<file path="config.mk">
export PLATFORM = sky130hd
export DESIGN_NAME = seq_mag_compare
export DESIGN_NICKNAME = d
export VERILOG_FILES = /design/src/rtl/cmp_pkg.sv /design/src/rtl/chunk_cmp.sv /design/src/rtl/seq_mag_compare.sv
export SDC_FILE = /design/constraint.sdc
export NUM_CORES = 1
export LEC_CHECK = 0
export BUFFER_PORTS_ARGS = -buffer_cell sky130_fd_sc_hd__buf_2
export CORE_UTILIZATION = 53
export CTS_BUF_LIST = sky130_fd_sc_hd__clkbuf_16
export DETAILED_ROUTE_END_ITERATION = 6
export GPL_TIMING_DRIVEN = 0
export PLACE_DENSITY = 0.8
export SLEW_MARGIN = 10
export SYNTH_ARGS = -nofsm -noshare
export SYNTH_HDL_FRONTEND = slang
export SYNTH_SLANG_ARGS = --single-unit
</file>
<file path="constraint.sdc">
create_clock -name clk -period 2.7 [get_ports clk]
set_clock_uncertainty 0.05 [all_clocks]
set_input_delay 0.27 -clock clk [delete_from_list [all_inputs] [get_ports clk]]
set_output_delay 0.27 -clock clk [all_outputs]
set_load 0.02 [all_outputs]
</file>
<file path="src/rtl/cmp_pkg.sv">
// Shared types and helpers for the sequential magnitude comparator.
package cmp_pkg;

    // Controller states: wait for operands, walk the chunks, present the result.
    typedef enum logic [1:0] {
        IDLE = 2'd0,
        RUN  = 2'd1,
        DONE = 2'd2
    } state_t;

    // Comparison result; exactly one flag is set while a result is valid.
    typedef struct packed {
        logic gt;
        logic eq;
        logic lt;
    } cmp_res_t;

    // Number of CHUNK-bit slices in a WIDTH-bit operand.
    function automatic int nchunk(input int width, input int chunk);
        return width / chunk;
    endfunction

endpackage

</file>
<file path="src/rtl/chunk_cmp.sv">
// Combinational CHUNK-bit comparator. When sgn is set, the chunk is treated
// as the top slice of a two's-complement value: flipping its top bit on both
// sides turns signed order into plain unsigned order.
module chunk_cmp #(
    parameter int CHUNK = 4
) (
    input  logic [CHUNK-1:0] x,
    input  logic [CHUNK-1:0] y,
    input  logic             sgn,
    output logic             gt,
    output logic             eq,
    output logic             lt
);

    logic [CHUNK-1:0] x_m;
    logic [CHUNK-1:0] y_m;

    // Optional sign-bit flip followed by an unsigned compare.
    always_comb begin
        x_m = x;
        y_m = y;
        if (sgn) begin
            x_m[CHUNK-1] = ~x[CHUNK-1];
            y_m[CHUNK-1] = ~y[CHUNK-1];
        end
        gt = (x_m > y_m);
        eq = (x_m == y_m);
        lt = (x_m < y_m);
    end

endmodule

</file>
<file path="src/rtl/seq_mag_compare.sv">
// Multi-cycle magnitude comparator: compares a and b CHUNK bits per cycle,
// MSB chunk first, stopping at the first unequal chunk.
// Build option: define SEQ_MAG_COMPARE_SIGNED_EN for two's-complement operands.
module seq_mag_compare
    import cmp_pkg::*;
#(
    parameter int WIDTH = 16,
    parameter int CHUNK = 4,
    localparam int NCHUNK = nchunk(WIDTH, CHUNK),
    localparam int CW     = $clog2(NCHUNK + 1)
) (
    input  logic             clk,
    input  logic             rst,
    input  logic             in_valid,
    output logic             in_ready,
    input  logic [WIDTH-1:0] a,
    input  logic [WIDTH-1:0] b,
    output logic             out_valid,
    input  logic             out_ready,
    output logic             gt,
    output logic             eq,
    output logic             lt,
    output logic [CW-1:0]    cycles
);

    localparam int IW = (NCHUNK > 1) ? $clog2(NCHUNK) : 1;

    if ((WIDTH % CHUNK) != 0) begin : g_width_check
        $error("seq_mag_compare: WIDTH (%0d) must be a multiple of CHUNK (%0d)", WIDTH, CHUNK);
    end

    state_t           state_q, state_d;
    logic [WIDTH-1:0] a_q, a_d;
    logic [WIDTH-1:0] b_q, b_d;
    logic [IW-1:0]    idx_q, idx_d;
    cmp_res_t         res_q, res_d;
    logic [CW-1:0]    cycles_q, cycles_d;

    // Slice the captured operands into chunks, index 0 being the MSB chunk.
    logic [CHUNK-1:0] a_chunk [NCHUNK];
    logic [CHUNK-1:0] b_chunk [NCHUNK];

    for (genvar gi = 0; gi < NCHUNK; gi++) begin : g_chunks
        assign a_chunk[gi] = a_q[WIDTH-1-gi*CHUNK -: CHUNK];
        assign b_chunk[gi] = b_q[WIDTH-1-gi*CHUNK -: CHUNK];
    end

    logic sgn;
    logic c_gt, c_eq, c_lt;

`ifdef SEQ_MAG_COMPARE_SIGNED_EN
    // Only the MSB chunk carries the sign.
    assign sgn = (idx_q == '0);
`else
    assign sgn = 1'b0;
`endif

    chunk_cmp #(
        .CHUNK (CHUNK)
    ) u_chunk_cmp (
        .x   (a_chunk[idx_q]),
        .y   (b_chunk[idx_q]),
        .sgn (sgn),
        .gt  (c_gt),
        .eq  (c_eq),
        .lt  (c_lt)
    );

    // State and datapath registers; reset discards any operation in flight.
    always_ff @(posedge clk or posedge rst) begin
        if (rst) begin
            state_q  <= IDLE;
            a_q      <= '0;
            b_q      <= '0;
            idx_q    <= '0;
            res_q    <= '0;
            cycles_q <= '0;
        end else begin
            state_q  <= state_d;
            a_q      <= a_d;
            b_q      <= b_d;
            idx_q    <= idx_d;
            res_q    <= res_d;
            cycles_q <= cycles_d;
        end
    end

    // Next-state logic: capture in IDLE, walk chunks in RUN, hold result in DONE.
    always_comb begin
        state_d  = state_q;
        a_d      = a_q;
        b_d      = b_q;
        idx_d    = idx_q;
        res_d    = res_q;
        cycles_d = cycles_q;

        unique case (state_q)
            IDLE: begin
                if (in_valid) begin
                    a_d     = a;
                    b_d     = b;
                    idx_d   = '0;
                    state_d = RUN;
                end
            end
            RUN: begin
                if (!c_eq) begin
                    res_d.gt = c_gt;
                    res_d.eq = 1'b0;
                    res_d.lt = c_lt;
                    cycles_d = CW'(idx_q) + CW'(1);
                    state_d  = DONE;
                end else if (idx_q == IW'(NCHUNK - 1)) begin
                    res_d.gt = 1'b0;
                    res_d.eq = 1'b1;
                    res_d.lt = 1'b0;
                    cycles_d = CW'(NCHUNK);
                    state_d  = DONE;
                end else begin
                    idx_d = idx_q + IW'(1);
                end
            end
            DONE: begin
                if (out_ready) begin
                    res_d   = '0;
                    state_d = IDLE;
                end
            end
            default: begin
                res_d   = '0;
                state_d = IDLE;
            end
        endcase
    end

    assign in_ready  = (state_q == IDLE);
    assign out_valid = (state_q == DONE);
    assign gt        = res_q.gt;
    assign eq        = res_q.eq;
    assign lt        = res_q.lt;
    assign cycles    = cycles_q;

endmodule

</file>
Yosys cells after proc, flatten, opt, wreduce, memory -nomap -nowiden
Cells that the tools add are included.
{"block": "classes", "n_mul": 0, "n_shift": 0, "addsub": 2, "n_bitwise": 2, "n_eq_ne": 10, "mux": 21, "n_div": 0, "n_lt_le_gt_ge": 3, "reduce_logical": 7}
{"cell": "$bmux W4 S2", "count": 2}
{"cell": "$mux W4", "count": 4}
{"cell": "$mux W3", "count": 5}
{"cell": "$mux W2", "count": 7}
{"cell": "$pmux W3 S3", "count": 1}
{"cell": "$ne A2 B2 Y1 const B", "count": 3}
{"cell": "$pmux W2 S3", "count": 1}
{"cell": "$reduce_and A3 Y1", "count": 2}
{"cell": "$eq A2 B2 Y1 const B", "count": 2}
{"cell": "$eq A4 B4 Y1", "count": 1}
{"cell": "$gt A4 B4 Y1", "count": 1}
{"cell": "$lt A4 B4 Y1", "count": 1}
{"cell": "$ne A2 B1 Y1 const B", "count": 2}
{"cell": "$pmux W2 S2", "count": 1}
{"cell": "$reduce_and A2 Y1", "count": 2}
{"cell": "$reduce_and A4 Y1", "count": 1}
{"cell": "$add A2 B1 Y3 const B", "count": 1}
{"cell": "$ge A3 B3 Y1 const B", "count": 1}
{"cell": "$ne A3 B3 Y1 const B", "count": 1}
{"cell": "$not A2 Y3", "count": 1}
{"cell": "$add A2 B1 Y2 const B", "count": 1}
{"cell": "$eq A2 B1 Y1 const B", "count": 1}
{"cell": "$logic_not A2 Y1", "count": 1}
{"cell": "$reduce_bool A2 Y1", "count": 1}
{"cell": "$not A1 Y1", "count": 1}
{"block": "word_totals", "mem_bits_rw": 0, "regBits": 42, "output_inout_bits": 8, "romBits": 0, "in_bits": 36, "latchBits": 0, "memories": 0, "wordCells": 53}

Depth between registers and ports, before layout
{"block": "depth", "word_depth": 7, "ltp_mapped": 8, "ltp_nobuf": 7}

Cells and area by module
Synthesis repeated with hierarchy kept, for this count alone.
{"block": "hier_totals", "hier_cells": 143, "area_unflattened_um2": 2164.6}
{"mod": "seq_mag_compare", "seq_area_each_um2": 1051.0, "instances": 1, "area_each_um2": 2009.4, "cells_per_inst": 124}
{"mod": "chunk_cmp", "seq_area_each_um2": 0.0, "instances": 1, "area_each_um2": 155.1, "cells_per_inst": 19}

Least setup slack after synthesis
OpenSTA, ideal clock, no wires.
{"block": "synth_path", "kind": "register -> register", "start": "register idx_q[0]", "end": "register res_q, in the netlist lt", "setup_slack_ps": 481, "setup_time_ps": 123, "path_stages_with_launch": 8, "arrival_ps": 2047, "period_less_slack_ps": 2219, "required_ps": 2527, "path_buffers": 1, "path_cell_list": "dfrtp_1 > buf_6 > mux4_2 > ha_1 > nand4_4 > nand2_1 > and3_1 > a2bb2o_2"}
{"block": "synth_between", "elab_chain_len": 7, "word_cells_on_any_way": 14, "classes_between": "1 x order compare; 3 x eq/ne; 8 x mux; 1 x bitwise; 1 x reduce/logical"}
{"element": "start, declared", "line": "seq_mag_compare.sv:35", "text": "logic [IW-1:0] idx_q, idx_d;"}
{"element": "start signal, assigned", "line": "seq_mag_compare.sv:82", "text": "idx_q <= idx_d;"}
{"element": "$not A2 Y3 (implied by the code)", "line": "seq_mag_compare.sv:61, seq_mag_compare.sv:62"}
{"element": "$bmux W4 S2 (on tied branches)", "line": "seq_mag_compare.sv:61, seq_mag_compare.sv:62"}
{"element": "$mux W4 (on tied branches) (2 in series)", "line": "seq_mag_compare.sv:61, seq_mag_compare.sv:62"}
{"element": "$lt A4 B4 Y1 or $eq A4 B4 Y1 (tied branches)", "line": "chunk_cmp.sv:28, chunk_cmp.sv:27"}
{"element": "$mux W3 or $ne A3 B3 Y1 (tied branches)"}
{"element": "$pmux W3 S3 or $reduce_and A3 Y1 (tied branches)"}
{"element": "end signal, assigned", "line": "seq_mag_compare.sv:83", "text": "res_q <= res_d;"}
{"element": "end, declared", "line": "seq_mag_compare.sv:36", "text": "cmp_res_t res_q, res_d;"}
Several ways; a longest one is shown, not always the timed one. The select of a mux whose other input is x is not followed.
A chain may end at the register's enable or synchronous reset.

Worst setup path after layout
Same ends and word-level chain as after synthesis.

==> impl_metrics.env <==
export IMPL_outcome="finished clean"
export IMPL_ctsResizeCount=0
export IMPL_clock_path_buffers=2
export IMPL_dp_hpwl_um=2710
export IMPL_seqPwrFrac_pct=36.6
export IMPL_gr_total_overflow=0
export IMPL_vias=1456
export IMPL_final_nets=295
export IMPL_drt_total_wl_um=3800
export IMPL_die_h_um=63.2
export IMPL_ir_drop_v=0.000730
export IMPL_p_sw_uw=1040
export IMPL_dieArea_um2=3990
export IMPL_hold_path_class="in -> reg"
export IMPL_crit_fanout=10
export IMPL_placedCellCount=292
export IMPL_ant_nets=0
export IMPL_setup_viol=0
export IMPL_yosysSeqAreaShare_pct=53.0
export IMPL_cts_max_level=2
export IMPL_final_cell_mix="109 x nand2_1, 47 x buf_2, 42 x dfrtp_1"
export IMPL_numCtsBuffers=5
export IMPL_antenna_found_initial=0
export IMPL_synth_xor_area_share_pct=0
export IMPL_rsz0062_at_grt="false"
export IMPL_drtIter0Drc=34
export IMPL_leakage_uw=0.00131
export IMPL_hold_viol=0
export IMPL_r2r_start="idx_q[0]$_DFFE_PP0P_"
export IMPL_powerDensity_nw_per_um2=1200
export IMPL_fp_dieW_um=63.2
export IMPL_holdCritStartpoint="a[3]"
export IMPL_post_route_period_util_pct=87.7
export IMPL_grt_met2_usage_pct=38.0
export IMPL_grt_met3_usage_pct=6.16
export IMPL_cts_setup_buffers=0
export IMPL_cts_tree="yes"
export IMPL_maxCapViolCount=0
export IMPL_clock_sinks=42
export IMPL_ys_types=23
export IMPL_fmax_mhz=422
export IMPL_grt_pass1_vias=1447
export IMPL_grt_max_degree=36
export IMPL_slew_violations=0
export IMPL_cp_startpoint="idx_q[0]$_DFFE_PP0P_"
export IMPL_synth_top_family_by_area="simple AND/OR/NAND/NOR gates"
export IMPL_synth_seq_cells=42
export IMPL_grtUsageTotal_pct=22.3
export IMPL_ys_warn_count=0
export IMPL_crit_required_ns=2.82
export IMPL_ctsHoldBuffers=1
export IMPL_instances_no_fill=300
export IMPL_io_pins=44
export IMPL_p_clk_share_pct=21.8
export IMPL_combPwrFrac_pct=41.6
export IMPL_drive_gt1_share_pct=29.9
export IMPL_synth_adder_area_share_pct=3.15
export IMPL_synth_area_mux_share_pct=9.58
export IMPL_drt_first_pass_iters=4
export IMPL_slew_headroom_pct=77.3
export IMPL_cts_root_buf="clkbuf_16"
export IMPL_layout_commonest_cell="nand2_1"
export IMPL_hold_slack_ns=0.124
export IMPL_initial_utilization_pct=57.2
export IMPL_worst_slew_pin_slew_ns=0.337
export IMPL_drc=0
export IMPL_grt_pass1_wl_um=6560
export IMPL_netSwitchingFraction_pct=35.3
export IMPL_finalCriticalPeriod_ns=2.37
export IMPL_syn_to_final_growth_pct=23.3
export IMPL_rows=21
export IMPL_syn_avg_cell_area_um2=9.82
export IMPL_via_per_inst=4.85
export IMPL_syn_area_um2=1980
export IMPL_clk_latency_ns=0.28
export IMPL_synth_nets=243
export IMPL_met1_usage_pct=27.2
export IMPL_wl_per_cell_um=12.7
export IMPL_synth_compound_area_share_pct=3.59
export IMPL_critPathCaptureType="flop"
export IMPL_place_congestion=0.726
export IMPL_numPortBuffers=43
export IMPL_critical_path_class="reg -> reg"
export IMPL_core_area_um2=3470
export IMPL_cp_data_arrival_time_ns=2.49
export IMPL_synth_cells=202
export IMPL_critPathLaunchType="flop"
export IMPL_setup_tns_final_ns=0
export IMPL_clk_pin_slew_ns=0.05
export IMPL_synthSimpleGateAreaFrac_pct=25.7
export IMPL_top_usage_layer="met2"
export IMPL_p_int_uw=1900
export IMPL_antenna_cells=0
[power by group through the flow]
stage	combinational, µW	sequential (µW)	clock (µW)
4_1_cts	1240	1070	651
3_5_place_dp	1220	1080	0
3_3_place_gp	1180	1060	0
5_1_grt	1380	1110	686
6_report	1220	1080	641
2_1_floorplan	946	1060	0
[cells in the mapped netlist (all sizes together)]
| cell type | number | area share, % |
|---|---|---|
| mux2i | 1 | 0.50 |
| or2 | 1 | 0.32 |
| nor2 | 2 | 0.50 |
| buf | 9 | 3.8 |
| inv | 6 | 1.1 |
| nand2 | 110 | 21 |
| a21oi | 2 | 0.50 |
| nor3b | 1 | 0.95 |
| a32o | 2 | 1.0 |
| a2bb2o | 1 | 0.57 |
| and3 | 1 | 0.32 |
| ha | 5 | 3.2 |
| and2 | 1 | 0.44 |
| dfrtp | 42 | 53 |
| mux4 | 8 | 9.1 |
| o21ai | 6 | 1.5 |
| and2b | 2 | 0.95 |
| nand4 | 1 | 1.1 |
| nand3 | 1 | 0.25 |
[kinds of logic after synthesis]
group	Yosys count
flip-flops	42
AND/OR/NAND/NOR	120
AO/OA/AOI/OAI	11
adder cells (fa/ha/maj)	5
buffers and inverters	15
multiplexers	9
[state kept, by name (all words and copies together), names as in the netlist]
| name | flops |
|---|---|
| a_chunk | 16 |
| idx_q | 2 |
| lt | 1 |
| cycles | 3 |
| gt | 1 |
| b_chunk | 16 |
| eq | 1 |
| state_q | 2 |
[per-layer routing]
layer	share of wire (%)	wire length [µm]
met1	43	1620
met2	51	1950
met3	4.8	184
met4	1.2	47
met5	0	0
[stage by stage]
step / instance area (µm²) / utilization, % / total power, µW / worst slack (ns)
final: 2450 / 70.5 / 2940 / 0.332
after global routing: 2450 / 70.5 / 3180 / 0.175
after CTS: 2450 / 70.5 / 2970 / 0.312
after detailed placement: 2280 / 65.7 / 2300 / 0.345
after global placement: 2260 / 65.1 / 2250 / 0.353
after floorplan: 1980 / - / 2010 / 0.481
[critical path, stage by stage (launching register included)]
cell and delay, ns:
dfrtp_1 0.41, buf_6 0.20, mux4_2 0.51, ha_1 0.37
nand4_4 0.17, nand2_1 0.08, and3_1 0.20, a2bb2o_2 0.25
[final cells by class]
type | instances | area, µm²
well taps | 46 | 57.6
inverters | 6 | 22.5
clock buffers | 5 | 125
fillers | 287 | 1020
multi-input cells | 145 | 835
flip-flops and latches | 42 | 1050
repair buffers | 45 | 245
plain buffers | 9 | 76.3
clock inverters | 2 | 33.8
[final timing paths]
kind                                                end  slack (ns)  cells after the start
worst max-delay path                     lt$_DFFE_PP0P_        0.33                      7
worst min-delay path             a_chunk[3]$_DFFE_PP0P_        0.12                      3
worst max register to register           lt$_DFFE_PP0P_        0.33                      7
worst min register to register  a_chunk[15]$_DFFE_PP0P_        0.42                      2
max in group asynchronous       b_chunk[14]$_DFFE_PP0P_        1.79                      4
min in group asynchronous                gt$_DFFE_PP0P_        0.39                      3
No activity file was read; power rests on OpenSTA's default activity.
